**src/rtl/tx_packet_pkg.sv**
```systemverilog
// Shared constants, state encoding and CRC polynomial for the packet transmitter.
package tx_packet_pkg;

    localparam int PREAMB_LEN = 130;
    localparam int SYM_LEN    = 42;

    // Each Barker chip is held for two samples, so chip 1 -> 2'b11 and chip 0 -> 2'b00.
    localparam logic [25:0]  B13    = 26'b11001100111100001111111111;
    localparam logic [129:0] PREAMB = {B13, ~B13, ~B13, ~B13, B13};
    localparam logic [13:0]  B7     = 14'b11111100001100;
    localparam logic [41:0]  SYM    = {~B7, ~B7, B7};

    localparam logic [7:0] CRC8_POLY = 8'h07;

    // State literals carry an S_ prefix because PREAMB is already the preamble constant.
    typedef enum logic [1:0] {
        S_IDLE,
        S_PREAMB,
        S_DATA,
        S_DONE
    } state_t;

endpackage

```
**src/rtl/tx_packet_encoder_crc8_serial.sv**
```systemverilog
// Bytewise CRC-8 update (poly 0x07, MSB first); only instantiated when TX_CRC8_EN is defined.
module crc8_serial
    import tx_packet_pkg::*;
(
    input  logic [7:0] crc_in,
    input  logic [7:0] data,
    output logic [7:0] crc_out
);

    logic [7:0] acc;

    always_comb begin
        acc = crc_in ^ data;
        for (int i = 0; i < 8; i++) begin
            acc = acc[7] ? ({acc[6:0], 1'b0} ^ CRC8_POLY) : {acc[6:0], 1'b0};
        end
        crc_out = acc;
    end

endmodule

```
**src/rtl/tx_packet_encoder.sv**
```systemverilog
// Barker-13 preamble + Barker-7 spread payload transmitter (mirror of rxPacketDecoder).
// Define TX_CRC8_EN to append a CRC-8 byte after the payload.
module tx_packet_encoder
    import tx_packet_pkg::*;
#(
    parameter int NUM_BYTES = 21
) (
    input  logic       clk,
    input  logic       rst,
    input  logic       enClk,
    input  logic [7:0] tx_data,
    input  logic       tx_valid,
    output logic       tx_ready,
    output logic       data_out,
    output logic       frame_active,
    output logic       frame_done,
    output logic       underrun
);

    state_t     state, state_next;
    logic [7:0] p_cnt;
    logic [5:0] s_cnt;
    logic [2:0] b_cnt;
    logic [7:0] k_cnt;
    logic [7:0] shift_reg;
    logic [7:0] hold_reg;
    logic       hold_full;
    logic [7:0] next_byte;

    logic preamb_end, sym_end, byte_end, last_byte, crc_slot;
    logic need_hold, starve, load_hold;
    logic data_next, active_next, done_next, underrun_next;

`ifdef TX_CRC8_EN
    logic [7:0] crc_reg;
    logic [7:0] crc_upd;

    crc8_serial u_crc (
        .crc_in  (crc_reg),
        .data    (hold_reg),
        .crc_out (crc_upd)
    );

    // crc_reg already covers every payload byte by the time the CRC slot is loaded.
    assign last_byte = (k_cnt == 8'(NUM_BYTES));
    assign crc_slot  = (k_cnt == 8'(NUM_BYTES - 1));
    assign next_byte = crc_slot ? crc_reg : hold_reg;

    always_ff @(posedge clk or posedge rst) begin
        if (rst) begin
            crc_reg <= 8'h00;
        end else if (enClk) begin
            if (state == S_IDLE) begin
                crc_reg <= 8'h00;
            end else if (load_hold) begin
                crc_reg <= crc_upd;
            end
        end
    end
`else
    assign last_byte = (k_cnt == 8'(NUM_BYTES - 1));
    assign crc_slot  = 1'b0;
    assign next_byte = hold_reg;
`endif

    assign tx_ready   = ~hold_full;
    assign preamb_end = (state == S_PREAMB) && (p_cnt == 8'(PREAMB_LEN - 1));
    assign sym_end    = (s_cnt == 6'(SYM_LEN - 1));
    assign byte_end   = (state == S_DATA) && sym_end && (b_cnt == 3'd7);
    assign need_hold  = byte_end && !last_byte && !crc_slot;
    assign starve     = need_hold && !hold_full;
    assign load_hold  = preamb_end || (need_hold && hold_full);

    always_ff @(posedge clk or posedge rst) begin
        if (rst) begin
            state <= S_IDLE;
        end else if (enClk) begin
            state <= state_next;
        end
    end

    always_comb begin
        state_next = state;
        case (state)
            S_IDLE:   if (hold_full) state_next = S_PREAMB;
            S_PREAMB: if (preamb_end) state_next = S_DATA;
            S_DATA: begin
                if (byte_end && last_byte) begin
                    state_next = S_DONE;
                end else if (starve) begin
                    state_next = S_IDLE;
                end
            end
            default:  state_next = S_IDLE;
        endcase
    end

    // The IDLE->PREAMB edge already emits PREAMB[129], so PREAMB itself covers p = 1..129.
    always_comb begin
        data_next     = 1'b0;
        active_next   = 1'b0;
        done_next     = 1'b0;
        underrun_next = 1'b0;
        case (state)
            S_IDLE: begin
                if (hold_full) begin
                    data_next   = PREAMB[PREAMB_LEN - 1];
                    active_next = 1'b1;
                end
            end
            S_PREAMB: begin
                data_next   = PREAMB[8'(PREAMB_LEN - 1) - p_cnt];
                active_next = 1'b1;
            end
            S_DATA: begin
                if (starve) begin
                    underrun_next = 1'b1;
                end else begin
                    data_next   = SYM[6'(SYM_LEN - 1) - s_cnt] ^ ~shift_reg[7];
                    active_next = 1'b1;
                end
            end
            default: done_next = 1'b1;
        endcase
    end

    always_ff @(posedge clk or posedge rst) begin
        if (rst) begin
            data_out     <= 1'b0;
            frame_active <= 1'b0;
            frame_done   <= 1'b0;
            underrun     <= 1'b0;
        end else begin
            frame_done <= 1'b0;
            underrun   <= 1'b0;
            if (enClk) begin
                data_out     <= data_next;
                frame_active <= active_next;
                frame_done   <= done_next;
                underrun     <= underrun_next;
            end
        end
    end

    // The handshake runs on every clk edge; consumption of the holding register needs enClk.
    always_ff @(posedge clk or posedge rst) begin
        if (rst) begin
            hold_reg  <= 8'h00;
            hold_full <= 1'b0;
            shift_reg <= 8'h00;
            p_cnt     <= 8'd0;
            s_cnt     <= 6'd0;
            b_cnt     <= 3'd0;
            k_cnt     <= 8'd0;
        end else begin
            if (enClk && load_hold) begin
                hold_full <= 1'b0;
            end
            if (tx_valid && !hold_full) begin
                hold_reg  <= tx_data;
                hold_full <= 1'b1;
            end
            if (enClk) begin
                case (state)
                    S_IDLE: begin
                        p_cnt <= 8'd1;
                        s_cnt <= 6'd0;
                        b_cnt <= 3'd0;
                        k_cnt <= 8'd0;
                    end
                    S_PREAMB: begin
                        p_cnt <= p_cnt + 8'd1;
                        if (preamb_end) begin
                            shift_reg <= hold_reg;
                        end
                    end
                    S_DATA: begin
                        if (sym_end) begin
                            s_cnt <= 6'd0;
                            b_cnt <= b_cnt + 3'd1;
                            if (b_cnt == 3'd7) begin
                                shift_reg <= next_byte;
                                k_cnt     <= k_cnt + 8'd1;
                            end else begin
                                shift_reg <= {shift_reg[6:0], 1'b0};
                            end
                        end else begin
                            s_cnt <= s_cnt + 6'd1;
                        end
                    end
                    default: ;
                endcase
            end
        end
    end

endmodule

```
**config.mk**
```make
export PLATFORM = sky130hd
export DESIGN_NAME = tx_packet_encoder
export DESIGN_NICKNAME = d
export VERILOG_FILES = /design/src/rtl/tx_packet_pkg.sv /design/src/rtl/tx_packet_encoder_crc8_serial.sv /design/src/rtl/tx_packet_encoder.sv
export SDC_FILE = /design/constraint.sdc
export NUM_CORES = 1
export LEC_CHECK = 0
export CELL_PAD_IN_SITES_DETAIL_PLACEMENT = 1
export CELL_PAD_IN_SITES_GLOBAL_PLACEMENT = 2
export CORE_MARGIN = 1.5
export CORE_UTILIZATION = 34
export CTS_CLUSTER_DIAMETER = 30
export CTS_CLUSTER_SIZE = 8
export DETAILED_ROUTE_END_ITERATION = 10
export PLACE_DENSITY = 0.8
export RECOVER_POWER = 100
export SYNTH_ARGS = -nofsm -noshare
export SYNTH_HDL_FRONTEND = slang
export SYNTH_HIERARCHICAL = 1
export SYNTH_SLANG_ARGS = --single-unit
```
**constraint.sdc**
```tcl
create_clock -name clk -period 2.4 [get_ports clk]
set_input_delay 0.48 -clock clk [delete_from_list [all_inputs] [get_ports clk]]
set_output_delay 0.48 -clock clk [all_outputs]
set_load 0.02 [all_outputs]
```
==> results of run 1 <==
## layer usage
layer | share of wire (%) | GRT usage [%] | vias to the layer above
li1 | - | - | 1183
met1 | 49 | 22.2 | 1159
met2 | 48 | 28.7 | 15
met3 | 1.8 | 2.58 | 6
met4 | 0.72 | 3.26 | 0
met5 | 0 | 0 | -
## cell usage in the layout, fill, tap and decap left out, drive strengths merged, types with 6 or more instances in the layout
master / netlist / layout
mux2i: 8 / 8
dlygate4sd3: 0 / 8
ha: 14 / 14
xor2: 8 / 8
nor2: 19 / 19
dfrtp: 48 / 48
mux2: 9 / 9
nor2b: 6 / 6
xnor2: 7 / 7
buf: 12 / 12
clkbuf: 6 / 14
nand2: 35 / 35
inv: 20 / 20
o21ai: 31 / 31
nand3: 15 / 15
clkdlybuf4s50: 0 / 8
nor3: 9 / 9
a21oi: 6 / 6
## through the flow
step                setup slack [ps]  cell area [um2]
global placement                 171             3330
global route                    7.81             3370
detailed placement              10.1             3330
finish                           159             3370
CTS                              158             3420
floorplan                        164             2970
## cell type report
class                           instances  area, um2  share of cell area (%)
Multi-Input combinational cell        232       1590                    47.2
Tap cell                              105        131                    3.89
Sequential cell                        48       1200                    35.6
Inverter                               20       75.1                    2.23
Clock inverter                          3       18.8                   0.556
Timing Repair Buffer                   37        287                    8.49
Clock buffer                            5       68.8                    2.04
## worst max path at each step
stage	cells past startpoint	endpoint	slack (ps)
2_1_floorplan	8	data_out$_DFFE_PP0P_	160
3_3_place_gp	7	shift_reg[4]$_DFFE_PP0P_	170
3_5_place_dp	7	shift_reg[6]$_DFFE_PP0P_	10
4_1_cts	7	data_out$_DFFE_PP0P_	160
5_1_grt	8	data_out$_DFFE_PP0P_	8
6_report	8	state[1]$_DFFE_PP0P_	160
## kinds of logic (layout without fill, tap and decap cells)
group	after synthesis	count (layout)	synth area share, %
AOI/OAI and AO/OA	74	74	16.2
xor gates and xnor gates	15	15	4.68
adders and majority gates	14	14	5.90
buffers and inverters	38	65	5.94
DFF	48	48	40.4
muxes	18	18	6.99
and+or+nand+nor	111	111	19.8
## report_power, final
| group | switching, mW | internal [mW] | leakage [nW] |
|---|---|---|---|
| sequential | 0.227 | 0.975 | 0.620 |
| clock | 0.298 | 0.204 | 0.0479 |
| combinational | 0.730 | 0.613 | 0.770 |
| total | 1.26 | 1.79 | 1.44 |
## worst max-delay path, stage by stage (launching register included)
cell and delay (ps):
dfrtp_1 440, inv_1 150, ha_1 240, and3b_1 220, nand3_2 170, or3_1 460, nor3_2 150, o21ai_1 80
a32o_1 220
==> results.py, run 1 <==
metrics = {
    "cts": {
        "clock_path_buffers": 2,
        "clock-sinks": 48,
        "root_buffer": "clkbuf_8",
        "holdBufCountCts": 0,
        "cts_made_buffers": 5,
        "cts_setup_buffers": 0,
        "htreeDepth": 2,
        "post_cts_resized": 1,
        "cts_tree": "yes",
        "clock_latency_ps": 310,
        "clkTransAtPathRegs_ps": 90,
    },
    "timing": {
        "maxSlewViolCount": 0,
        "period_share_pct": 93.4,
        "worstMarginPinSlew_ps": 788,
        "whs_ps": 502,
        "rsz0062_at_grt": "no",
        "setup_viol": 0,
        "fin_skew_ps": 14.7,
        "fin_crit_ps": 2240,
        "fin_tns_setup_ps": 0,
        "hold_viol_final": 0,
        "slew_headroom_pct": 47.4,
        "fmax_mhz": 446,
    },
    "placement": {
        "dp.cells": 442,
        "portBuffers": 16,
        "globalplace.congestion": 0.800,
        "place_hpwl_um": 5380,
    },
    "min_path": {
        "worstHoldStart": "shift_reg[5]$_DFFE_PP0P_",
        "min_path_cells": 2,
        "whs_endpoint": "shift_reg[5]$_DFFE_PP0P_",
        "hold_class": "reg2reg",
    },
    "yosys": {
        "ys_seq_area_share_pct": 40.4,
        "synth_nets": 344,
        "ys_ff_latch": 48,
        "synth_top_area_share_pct": 40.4,
        "yosysUniqueCellTypes": 55,
        "syn_avg_cell_area_um2": 9.34,
        "synth_ff_type": "dfrtp_1",
        "yosys.area.top_type": "dfrtp_1",
        "post-synth-top-count-cell": "dfrtp_1",
        "synth.top_cells.by_count": "48 x dfrtp_1, 35 x nand2_1, 26 x o21ai_0, 20 x inv_1, 18 x nor2_1",
        "synthArstFlopShare_pct": 100,
        "synth_edf_count": 0,
        "ys_top_cells_by_area": "dfrtp_1 40%, ha_1 5.9%, nand2_1 4.4%",
        "netlist_instances": 318,
        "syn_area_um2": 2970,
        "ys_warn_count": 6,
    },
    "floorplan": {
        "core_area_um2": 8340,
        "ios": 17,
        "num_rows": 33,
        "die_h_um": 96.5,
        "start_util_pct": 35.6,
        "die-width_um": 96.5,
        "dieArea_um2": 9310,
    },
    "finish": {
        "nets": 370,
        "fillCellCount": 987,
        "layout-drive-gt1-share_pct": 12.2,
        "final_util_pct": 40.4,
        "antenna_cells": 0,
        "syn2layout_area_growth_pct": 13.6,
        "layoutNonFillerInstCount": 450,
    },
    "power_and_ir_drop": {
        "p_leak_nw": 1.44,
        "ir_worst_vdd_mv": 0.304,
        "power_mw": 3.05,
        "pwr_density_cell_nw_per_um2": 903,
    },
    "setup_path": {
        "critPathLaunchType": "register",
        "worstPathMaxFanout": 8,
        "arrival_ps": 2440,
        "critPathKind": "reg2reg",
        "r2r_end": "state[1]$_DFFE_PP0P_",
        "r2r_setup_slack_ps": 160,
        "reg2reg_from": "s_cnt[1]$_DFFE_PP0P_",
        "reg2regPathDepth": 8,
        "crit_required_ps": 2600,
        "worstSetupStartpoint": "s_cnt[1]$_DFFE_PP0P_",
        "worstSetupEndpointType": "register",
    },
    "route": {
        "wl_per_cell_um": 15.8,
        "drc": 0,
        "ant_nets": 0,
        "postRouteWirelength_um": 7110,
        "vias_per_cell": 5.25,
        "drt_pass1_iterations": 4,
        "vias": 2363,
        "drt_iter0_markers": 79,
    },
    "grt": {
        "grt_overflow": 0,
        "antenna_found_initial": 0,
        "grt_pass1_wl_um": 12000,
        "grt_use_total_pct": 16.7,
        "grt_max_degree": 30,
        "grt_pass1_vias": 2460,
    },
    "run_status": {
        "outcome": "completed",
    },
    "run": {
        "cap_violations": 0,
    },
}
(Power assumes the default switching activity.)
==> inputs of run 2 (changes only) <==
Settings changed: PLACE_DENSITY 0.8 to default, PLACE_DENSITY_LB_ADDON from default to 0.3.
==> run 2 against run 1 <==
Against the previous run: critical path depth did not move; maximum frequency down 0.65%; clock skew is 6.6 ps lower; cell area increased by 0.37%; register-to-register slack hardly changed; wire length up 1.8%; power increased by 1.3%.
==> results.py, run 2 (same netlist as run 1, synthesis figures left out) <==
metrics = {
    "route": {
        "drc": 0,
        "met2WireLength_um": 3510,
        "postRouteWirelength_um": 7240,
        "highest_layer": "met4",
        "wl_per_cell_um": 16.1,
        "dr_wl_met3_um": 115,
        "vias_per_cell": 5.28,
        "m1WireLength_um": 3560,
        "drt_iter0_markers": 74,
        "drt_pass1_iterations": 4,
        "vias": 2370,
        "ant_nets": 0,
    },
    "min_path": {
        "worstHoldStart": "shift_reg[5]$_DFFE_PP0P_",
        "hold_class": "reg2reg",
    },
    "power_and_ir_drop": {
        "p_int_mw": 1.83,
        "power_switching_mw": 1.25,
        "swShare_pct": 40.6,
        "clock_power_share_pct": 16.6,
        "ir_worst_vdd_mv": 0.305,
        "power_mw": 3.09,
        "pwr_density_cell_nw_per_um2": 911,
        "combPwrFrac_pct": 44.4,
        "p_leak_nw": 1.45,
        "pwr-share-seq_pct": 39.0,
    },
    "timing": {
        "worstMarginPinSlew_ps": 1240,
        "setup_viol": 0,
        "period_share_pct": 94.0,
        "slew_headroom_pct": 17.6,
        "fin_skew_ps": 8.12,
        "maxSlewViolCount": 0,
        "hold_viol_final": 0,
        "setup_ws_ps": 144,
        "fin_tns_setup_ps": 0,
        "fmax_mhz": 443,
        "rsz0062_at_grt": "no",
        "fin_crit_ps": 2260,
    },
    "setup_path": {
        "slowest_stage": "dfrtp_1",
        "worstPathMaxFanout": 8,
        "crit_buf_inv": 1,
        "critPathKind": "reg2reg",
        "cp_cell_sequence": "inv_1, ha_2, and3b_1, nand3_2, o41a_1, o2111a_1, a211o_1, a21o_1",
        "r2r_setup_slack_ps": 140,
        "worst_path_dominant_cell_family": "compound AO/OA/AOI/OAI gates",
        "path_depth": 8,
        "r2r_end": "data_out$_DFFE_PP0P_",
        "critPathLaunchType": "register",
        "reg2reg_from": "s_cnt[1]$_DFFE_PP0P_",
        "reg2regPathDepth": 8,
        "arrival_ps": 2450,
        "crit_required_ps": 2590,
        "worstSetupStartpoint": "s_cnt[1]$_DFFE_PP0P_",
        "max_stage_delay_ps": 450,
        "endpoint": "data_out$_DFFE_PP0P_",
        "worstSetupEndpointType": "register",
    },
    "finish": {
        "layout_common_cells": "48 x dfrtp_1, 35 x nand2_1, 27 x o21ai_0",
        "syn2layout_area_growth_pct": 14.0,
        "nets": 370,
        "layout_commonest_cell": "dfrtp_1",
        "layout-drive-gt1-share_pct": 12.5,
        "layoutNonFillerInstCount": 449,
        "fin_area_um2": 3390,
        "antenna_cells": 0,
    },
    "cts": {
        "cts_setup_buffers": 0,
        "htreeDepth": 2,
        "cts_tree": "yes",
        "clkTransAtPathRegs_ps": 90,
        "holdBufCountCts": 0,
        "cts_made_buffers": 5,
        "root_buffer": "clkbuf_8",
        "clock_latency_ps": 300,
        "clock-sinks": 48,
        "clock_path_buffers": 2,
    },
    "grt": {
        "grt_pass1_wl_um": 12700,
        "grt_use_total_pct": 17.6,
        "antenna_found_initial": 0,
        "grt_pass1_vias": 2474,
        "grt_overflow": 0,
        "grt_max_degree": 49,
    },
    "floorplan": {
        "die_h_um": 96.5,
        "num_rows": 33,
        "dieArea_um2": 9310,
        "die-width_um": 96.5,
        "core_area_um2": 8340,
        "start_util_pct": 35.6,
        "ios": 17,
    },
    "placement": {
        "globalplace.congestion": 0.804,
        "placed_cell_area_um2": 3330,
        "place_ws_ps": -42.6,
        "dp.cells": 442,
        "place_hpwl_um": 5430,
        "portBuffers": 16,
    },
    "run": {
        "cap_violations": 0,
    },
    "run_status": {
        "outcome": "completed",
    },
}
[run 2: cell types whose count changed in the layout (fill, tap and decap cells not counted), sizes merged]
cell / before / now
clkinv: 3 / 2
clkbuf: 14 / 11
buf: 12 / 16
inv: 20 / 19
[run 2: final cells by class]
cell class,instances,area [um2]
multi-input cells,232,1590
fillers,961,4950
clock buffers,6,82.6
well taps,105,131
clock inverters,1,8.76
flip-flops and latches,48,1200
inverters,20,75.1
repair buffers,37,300
[run 2: worst min-delay path by stage]
| stage | slack, ps | to | depth (start not counted) |
|---|---|---|---|
| 2_1_floorplan | 450 | shift_reg[0]$_DFFE_PP0P_ | 2 |
| 3_3_place_gp | 470 | shift_reg[5]$_DFFE_PP0P_ | 2 |
| 3_5_place_dp | 480 | shift_reg[5]$_DFFE_PP0P_ | 2 |
| 4_1_cts | 500 | shift_reg[5]$_DFFE_PP0P_ | 2 |
| 5_1_grt | 530 | hold_reg[7]$_DFFE_PP0P_ | 1 |
| 6_report | 490 | shift_reg[5]$_DFFE_PP0P_ | 2 |
[run 2: tightest hold or removal path: cells and delay by family, from the launching register on]
kind	cells	cell delay (ps)
flip-flops	1	350
AO/OA/AOI/OAI	1	60
AND/OR/NAND/NOR	1	50
[run 2: through the flow]
step                      hold slack (ps)  utilization (%)
after detailed placement              480             39.9
after floorplan                       450                -
after global placement                467             39.9
after CTS                             501             41.1
after global routing                  529             40.6
final                                 494             40.6
[run 2: layer usage]
metal / vias up / global-route usage [%]
met2: 15 / 29.0
met5: - / 0
met3: 5 / 2.66
li1: 1175 / -
met4: 0 / 3.26
met1: 1175 / 24.7
[run 2: repair_timing]
item	in CTS	in global routing
gates resized for setup	1	1
pin swaps	0	0
endpoints found under the setup margin	1	1
[run 2: power groups by stage]
stage               Clock [mW]  Combinational, mW  Sequential (mW)
detailed placement           0               1.41             1.22
CTS                      0.528               1.42             1.21
floorplan                    0               1.05             1.11
finish                   0.513               1.37             1.20
global placement             0               1.37             1.21
global route             0.567               1.55             1.24
